===== config.mk =====
export PLATFORM = sky130hd
export DESIGN_NAME = bennett_capture
export DESIGN_NICKNAME = d
export VERILOG_FILES = /design/src/rtl/bennett_capture.sv
export SDC_FILE = /design/constraint.sdc
export NUM_CORES = 1
export LEC_CHECK = 0
export BUFFER_PORTS_ARGS = -buffer_cell sky130_fd_sc_hd__buf_2
export CAP_MARGIN = 20
export CORE_ASPECT_RATIO = 0.6
export CORE_MARGIN = 2
export CORE_UTILIZATION = 53
export DETAILED_ROUTE_END_ITERATION = 8
export HOLD_SLACK_MARGIN = 0.03
export PLACE_DENSITY_LB_ADDON = 0.25
export RECOVER_POWER = 25
export SKIP_LAST_GASP = 1
export SLEW_MARGIN = 20
export SYNTH_ARGS = -nofsm -noshare
export SYNTH_HDL_FRONTEND = slang
export SYNTH_SLANG_ARGS = --single-unit

===== constraint.sdc =====
create_clock -name clk -period 5.6 [get_ports clk]
set_input_delay 1.68 -clock clk [delete_from_list [all_inputs] [get_ports clk]]
set_output_delay 1.68 -clock clk [all_outputs]
set_load 0.1 [all_outputs]

===== src/rtl/bennett_capture.sv =====
// rtl/bennett_capture.sv - Bennett 8-phase ramp checker with hold-window result capture.
// Optional watchdog on stalled phases: define BENNETT_CAPTURE_TIMEOUT_EN.
module bennett_capture #(
  parameter int WIDTH   = 8,
  parameter int DATA_W  = 16,
  parameter int SETTLE  = 2,
  parameter int TIMEOUT = 64
) (
  input  logic                       clk,
  input  logic                       reset,
  input  logic [WIDTH-1:0]           clkp,
  input  logic [WIDTH-1:0]           clkn,
  input  logic                       instFlag,
  input  logic [DATA_W-1:0]          data_in,
  input  logic                       cout_in,
  output logic [DATA_W-1:0]          result,
  output logic                       result_cout,
  output logic                       result_valid,
  input  logic                       result_ready,
  output logic [$clog2(WIDTH+1)-1:0] phase,
  output logic                       err_proto,
  output logic                       err_overrun,
  output logic                       busy
);
  localparam int KW = $clog2(WIDTH+1);
  localparam int SW = $clog2(SETTLE+1);
  localparam logic [KW-1:0] K_FULL = KW'(WIDTH);
  localparam logic [KW-1:0] K_TOP1 = KW'(WIDTH-1);
  localparam logic [SW-1:0] S_DONE = SW'(SETTLE);

  if (SETTLE < 1 || TIMEOUT < 1) begin : g_param_check
    $error("bennett_capture: SETTLE and TIMEOUT must be >= 1");
  end

  typedef enum logic [2:0] {S_IDLE, S_CHARGE, S_HOLD, S_DISCHARGE, S_ERROR} state_t;
  state_t state, state_next;

  logic [WIDTH-1:0] clkp_q, clkn_q, clkp_inc;
  logic             flag_q, sample_vld;
  logic [KW-1:0]    k, k_last;
  logic             well_formed, proto_set, capture, timeout, active;
  logic [SW-1:0]    settle_cnt;
  logic             captured;

  // sample_vld masks the all-zero input registers left behind by reset
  always_comb begin
    k = '0;
    for (int i = 0; i < WIDTH; i++) k = k + KW'(clkp_q[i]);
    clkp_inc    = clkp_q + WIDTH'(1);
    well_formed = sample_vld && (clkn_q == ~clkp_q) && ((clkp_q & clkp_inc) == '0);
  end

  assign active = (state == S_CHARGE) || (state == S_HOLD) || (state == S_DISCHARGE);

`ifdef BENNETT_CAPTURE_TIMEOUT_EN
  localparam int TW = $clog2(TIMEOUT+1);
  logic [TW-1:0] wd_cnt;
  assign timeout = active && (k == k_last) && (wd_cnt == TW'(TIMEOUT-1));
  always_ff @(posedge clk) begin
    if (reset || !active || (k != k_last) || (state_next != state)) wd_cnt <= '0;
    else                                                            wd_cnt <= wd_cnt + TW'(1);
  end
`else
  assign timeout = 1'b0;
`endif

  always_ff @(posedge clk) begin
    if (reset) state <= S_IDLE;
    else       state <= state_next;
  end

  always_comb begin
    state_next = state;
    proto_set  = 1'b0;
    capture    = 1'b0;
    if (sample_vld && state != S_ERROR && !well_formed) begin
      state_next = S_ERROR;
      proto_set  = 1'b1;
    end else if (sample_vld) begin
      case (state)
        S_IDLE: begin
          if (k == KW'(1))  state_next = S_CHARGE;
          else if (k != '0) begin state_next = S_ERROR; proto_set = 1'b1; end
        end
        S_CHARGE: begin
          if (k == k_last + KW'(1)) begin
            if (k == K_FULL) state_next = S_HOLD;
          end else if (k != k_last) begin
            state_next = S_ERROR; proto_set = 1'b1;
          end
        end
        S_HOLD: begin
          if (k == K_FULL) begin
            capture = flag_q && (settle_cnt == S_DONE) && !captured;
          end else if (k == K_TOP1) begin
            state_next = S_DISCHARGE;
            proto_set  = !captured;
          end else begin
            state_next = S_ERROR; proto_set = 1'b1;
          end
        end
        S_DISCHARGE: begin
          if (k == k_last - KW'(1)) begin
            if (k == '0) state_next = S_IDLE;
          end else if (k != k_last) begin
            state_next = S_ERROR; proto_set = 1'b1;
          end
        end
        default: if (well_formed && k == '0) state_next = S_IDLE;
      endcase
      if (timeout) begin
        state_next = S_ERROR;
        proto_set  = 1'b1;
        capture    = 1'b0;
      end
    end
  end

  always_ff @(posedge clk) begin
    if (reset) begin
      clkp_q       <= '0;
      clkn_q       <= '0;
      flag_q       <= 1'b0;
      sample_vld   <= 1'b0;
      k_last       <= '0;
      settle_cnt   <= '0;
      captured     <= 1'b0;
      result       <= '0;
      result_cout  <= 1'b0;
      result_valid <= 1'b0;
      err_proto    <= 1'b0;
      err_overrun  <= 1'b0;
    end else begin
      clkp_q     <= clkp;
      clkn_q     <= clkn;
      flag_q     <= instFlag;
      sample_vld <= 1'b1;
      if (well_formed) k_last <= k;
      if (state != S_HOLD || !flag_q) settle_cnt <= '0;
      else if (settle_cnt != S_DONE)  settle_cnt <= settle_cnt + SW'(1);
      if (state != S_HOLD) captured <= 1'b0;
      else if (capture)    captured <= 1'b1;
      if (proto_set) err_proto <= 1'b1;
      // a capture into a full buffer is only accepted when the old entry pops the same cycle
      if (capture && (!result_valid || result_ready)) begin
        result       <= data_in;
        result_cout  <= cout_in;
        result_valid <= 1'b1;
      end else begin
        if (capture) err_overrun <= 1'b1;
        if (result_valid && result_ready) result_valid <= 1'b0;
      end
    end
  end

  assign phase = k_last;
  assign busy  = (state != S_IDLE);
endmodule


**Word level (Yosys, flattened, before mapping)**

Index checks and enable logic that the tools add are counted.

- Add/subtract/negate cells: 11
- Eq/ne operators: 22
- Multiplexer cells: 30
- Bitwise operators: 3
- Reductions and logical operators: 30

Operator list:

| operator | number |
|---|---|
| $mux W3 | 12 |
| $add A4 B1 Y4 | 4 |
| $mux W1 | 16 |
| $pmux W3 S4 | 1 |
| $reduce_and A6 Y1 | 2 |
| $logic_and A1 B1 Y1 | 9 |
| $ne A3 B2 Y1 const B | 3 |
| $ne A3 B3 Y1 const B | 3 |
| $add A8 B1 Y8 const B | 1 |
| $and A8 B8 Y8 | 1 |
| $eq A4 B4 Y1 | 2 |
| $eq A8 B8 Y1 | 1 |
| $logic_not A8 Y1 | 1 |
| $ne A4 B3 Y1 const B | 2 |
| $not A8 Y8 | 1 |
| $eq A3 B2 Y1 const B | 2 |
| $reduce_bool A6 Y1 | 1 |
| $reduce_or A2 Y1 | 3 |
| $reduce_bool A5 Y1 | 1 |
| $add A3 B1 Y4 | 1 |
| $add A4 B1 Y4 const B | 1 |
| $eq A4 B1 Y1 const B | 1 |
| $eq A4 B3 Y1 const B | 1 |
| $eq A4 B4 Y1 const B | 1 |
| other kinds (19) | 25 |

- Register bits after elaboration: 48
- Bits of input ports: 37
- Output and inout bits: 25
- Word-level logic and storage cells: 110

**Longest topological paths before layout**

- Depth in word-level cells: 15
- Depth in mapped cells: 16

**Worst setup path after synthesis**

Ideal clock, no wire load.

- Path kind: register to register
- From: register clkp_q[0]
- To: register state[0]
- Library setup time: 0.079 ns
- Data arrival time: 4.180 ns
- Required time: 5.521 ns
- Path slack: 1.341 ns
- Stages on the path, launching flop included: 14
- Period minus slack after synthesis: 4.259 ns
- Cell sequence: dfxtp_1 fa_1 inv_1 fa_1 fa_1 inv_1 ha_1 fa_1 buf_2 xor2_1 or4_4 or4_4 a31o_1 a211oi_2

- Longest elaborated chain between the ends: 11

RTL lines:

| item | line | source |
|---|---|---|
| from (decl) | 38 | `logic [WIDTH-1:0] clkp_q, clkn_q, clkp_inc;` |
| from (signal assigned) | 134 | `clkp_q <= clkp;` |
| $add A1 B1 Y2 (*) | 48 | `for (int i = 0; i < WIDTH; i++) k = k + KW'(clkp_q[i]);` |
| $add A2 B1 Y3 (*) | 48 |  |
| $add A3 B1 Y4 (*) | 48 |  |
| $add A4 B1 Y4 (*) (4 in a row) | 48 |  |
| net k[1] | 40 | `logic [KW-1:0] k, k_last;` |
| $ne A4 B4 Y1, or another cell as far along | 88, 105 |  |
| $mux W3, or another cell as far along | - |  |
| $mux W3, or another cell as far along | 103 | `if (k == k_last - KW'(1)) begin` |
| $pmux W3 S4 or $reduce_and A6 Y1 (tied branches) | - |  |
| to (signal assigned) | 69 | `else state <= state_next;` |
| to (decl) | 36 | `state_t state, state_next;` |

Mark *: on every way through the listed nets, which the timed path passes. The rest lies on a longest branch. The select of a mux whose other input is x is not followed.
A chain may end at the register's enable or synchronous reset.

**Worst setup path after layout**

- From: register clkp_q[0]
- To: register state[1]

- Longest elaborated chain between the ends: 11

RTL lines:

| item | line |
|---|---|
| $add A1 B1 Y2 | 48 |
| $add A2 B1 Y3 | 48 |
| $add A3 B1 Y4 | 48 |
| $add A4 B1 Y4 (4 in a row) | 48 |
| $ne A4 B4 Y1, or another cell as far along | 88, 105 |
| $mux W3, or another cell as far along | - |
| $mux W3, or another cell as far along | 103 |
| $pmux W3 S4 or $reduce_and A6 Y1 (tied branches) | - |

Several ways; a longest one is shown, not always the timed one. The select of a mux whose other input is x is not followed.

==> impl_results.md <==
* Number of standard cells after synthesis at about 270
* Number of cell rows at 19
* Nets@finish at 380
* Top_reg_cell synth: dfxtp_1
* Largest net degree at the start of global routing at 47
* Crit Path Category: register to register
* Synthesized-area fraction occupied by adder cells at 0.0724
* Floorplan die height at approximately 57 um
* Leakage dissipation at 1.25 nW
* DIE AREA at about 5300 um^2
* Number of library cell types mapped by synthesis at 54
* Via Count at ~2100
* Critical path capture point type: register
* Antenna Nets Post-Route at 0
* Number of enable flip-flop cells after synthesis at 0
* Num Clock Sinks at 48
* Worst-case headroom to the max-slew limit at -0.332
* First-pass GRT wire length at roughly 9600 um
* Library cell with the largest summed area after synthesis: dfxtp_1
* Quantity of hold-fixing buffers added after cts at 0
* Status: finished, violations left
* Total standard cell area after synthesis at around 2500 um^2
* Routed wire length at about 5400 um
* Async set or reset register ratio after synthesis at 0
* Slew at the pin closest to its max-slew limit at around 2 ns
* Period minus WS final at ~4.8 ns
* Maximum level of the CTS H-tree at 2
* Buffer depth of the longest clock path at 2
* Cell area reported after detailed placement at about 2800 um^2
* Number of search-and-repair iterations in the first detailed-routing pass at 4
* Accumulated negative setup slack at 0 ns
* GRT Util Overall at 0.229
* Library cell appearing most often on the critical path: fa_1
* Fraction of layout cells with a size suffix above 1 at 0.247
* Maxcap violations at 1
* XOR/XNOR Fraction of Synth Area at 0.0483
* Mean post-synth cell area at 9.12 um^2
* Violations in the final reports: max-capacitance violations, max-slew violations
* Synthesized flop and latch total at 48
* Final Cycle Share at 0.852
* Die extent in x at between 90 and 100 um
* Synthesis-to-layout area growth at 18.3%
* Total buffers and inverters traversed by the critical path at 2
* Number of antenna violations at the first check in global routing at 0
* Count of instances resized after the clock tree is built at 0
* Final global-route overflow total at 0
* CTS tree: done
* Routed wirelength normalized by instance count at 13.7 um
* Worst min path class: register to register
* Number of diodes added for antenna fixing at 0
* Ports placed on the boundary at between 60 and 70
* Critical path peak fanout at 7
* Routability cong. at between 0.9 and 1
* Worst-path cell chain: fa_1 -> inv_1 -> fa_1 -> fa_1 -> inv_1 -> ha_1 -> fa_1 -> xor2_1 -> a2111oi_0 -> a2bb2oi_1 -> o41ai_1 -> a211oi_1
* Area of all placed cells without fillers at 2940 um^2
* Crit path largest cell delay at about 0.99 ns
* Later-pin clock latency in the skew report at roughly 0.30 ns
* Maximum clock rate at roughly 210 MHz
* Setup Viol. Count Final at 0
* Total power per unit cell area at about 280 nW/um^2
* Worst voltage drop across the vdd grid at between 0.15 and 0.2 mV
* Sequential fraction of the synthesis area at 0.386
* Final HPWL DP at 4090 um
* Nets in the synthesized netlist at around 320
* Number of global-route vias before repair at about 2000
* Setup repair after global routing missed its margin: false
* Final Hold Viols at 0
* CTS root buf: clkbuf_8
* TritonCTS buffer count at 5
* Clock transition at the registers of the reported paths at 0.09 ns
* Main combinational cell family by area after synthesis: simple AND/OR/NAND/NOR gates
* Multiplexer share of the synthesized area at 0.0764
* Number of buffer cells added on primary ports at 61
* Yosys warns at 0
* Simple-gate area share of the yosys netlist at 0.237
* Core ar. at roughly 4500 um^2
* Synth Area in Compound Gates at 0.129
* Required arrival time at the worst endpoint at 5.70 ns
* Initial standard-cell utilization of the core at 0.548
* Violation count after the first detailed-route iteration at between 90 and 100
* Category of the worst setup path launch point: register
* Worst path top cell family by delay: adder cells
* Data arrival time of the critical path at about 5 ns
* Fraction of synthesized cell area taken by the top area cell type at 0.386
* Residual DRC count at 0
* Final number of max-transition violations at between 40 and 50
* Leading post-synthesis cells by cell area: dfxtp_1 (39%), mux2i_1 (7.6%), nor2_1 (5.3%), nor2b_1 (5.0%), ha_1 (4.0%)
* Worst slack on hold paths at roughly 0.48 ns
* Buffers inserted by post-CTS timing repair at 0
* Detail-routed via count per cell at approximately 5.2
* Highest-delay cell along the critical path: a2111oi_0
* Final worst clock skew at between 0.006 and 0.007 ns
[power by group]
group / total [mW] / internal, mW / switching (mW)
clock: 0.266 / 0.146 / 0.120
combinational: 0.198 / 0.0769 / 0.122
sequential: 0.363 / 0.352 / 0.0114
total: 0.828 / 0.575 / 0.253
[kinds of logic after synthesis]
family          count (synthesis)
buf+inv                        28
xor+xnor                       12
compound gates                 43
fa+ha+maj                      12
mux                            19
flops                          48
simple gates                  111
[cell usage after synthesis (all sizes together) (2+ instances only)]
library cell / instances
a2111oi: 2
a211oi: 5
a21o: 2
a21oi: 11
a31o: 2
a31oi: 2
and2: 2
and3: 4
buf: 7
clkbuf: 4
dfxtp: 48
fa: 4
ha: 8
inv: 17
mux2i: 19
nand2: 15
nand2b: 9
nand3: 4
nand3b: 2
nand4: 2
nand4b: 2
nor2: 35
nor2b: 20
nor3: 3
nor4: 3
o2111ai: 2
o211ai: 3
o21ai: 3
o22ai: 3
or2: 2
or3: 2
or3b: 2
or4: 2
xnor2: 7
xor2: 4
[final timing paths]
path,to,slack [ns],cells past startpoint,from
max,state[1]$_SDFFE_PP0P_,0.83,12,clkp_q[0]$_SDFF_PP0_
min,settle_cnt[0]$_SDFFE_PP0P_,0.48,2,flag_q$_SDFF_PP0_
max reg2reg,state[1]$_SDFFE_PP0P_,0.83,12,clkp_q[0]$_SDFF_PP0_
min reg2reg,settle_cnt[0]$_SDFFE_PP0P_,0.48,2,flag_q$_SDFF_PP0_
[cell type report]
cell class                 instances  area (um^2)
clock buffer                       6         82.6
tap                               63         78.8
sequential                        48          961
clock inverter                     2         38.8
inverter                          17         63.8
timing repair buffer              62          312
fill                             400         1600
multi-input combinational        197         1410
[placed cells by master (no fill, tap or decap), types with 4 or more instances in the layout]
cell type,instances
inv_1,17
nand3_1,4
ha_1,8
buf_2,60
nand2_1,15
nand2b_1,9
xnor2_1,7
nor2_1,35
fa_1,4
a21oi_1,11
nor2b_1,20
clkbuf_8,6
dfxtp_1,48
mux2i_1,19
xor2_1,4
[tightest hold or removal path, cell delays in order, from the launching register on]
cell     delay, ns
dfxtp_1       0.32
nand2_1       0.08
nor2_1        0.05
[per-layer routing]
layer,share of wire,track usage
met1,0.50,0.348
met2,0.38,0.320
met3,0.11,0.0674
met4,0.0076,0.0512
met5,0,0
[sequential cells by signal (all words and copies together) (netlist names)]
| name | cells |
|---|---|
| captured | 1 |
| result_valid | 1 |
| phase | 4 |
| result | 16 |
| state | 3 |
| err_proto | 1 |
| clkp_q | 8 |
| clkn_q | 8 |
| sample_vld | 1 |
| result_cout | 1 |
| settle_cnt | 2 |
| err_overrun | 1 |
| flag_q | 1 |
[per-stage QoR]
stage	util	instances	total power [mW]	setup slack, ns
final	0.648	395	0.828	0.830
after global routing	0.648	395	0.866	0.498
after CTS	0.649	395	0.829	0.955
after detailed placement	0.622	387	0.566	0.991
after global placement	0.622	387	0.565	0.994
after floorplan	-	273	0.522	1.34
Power figures use the tool's default switching activity.
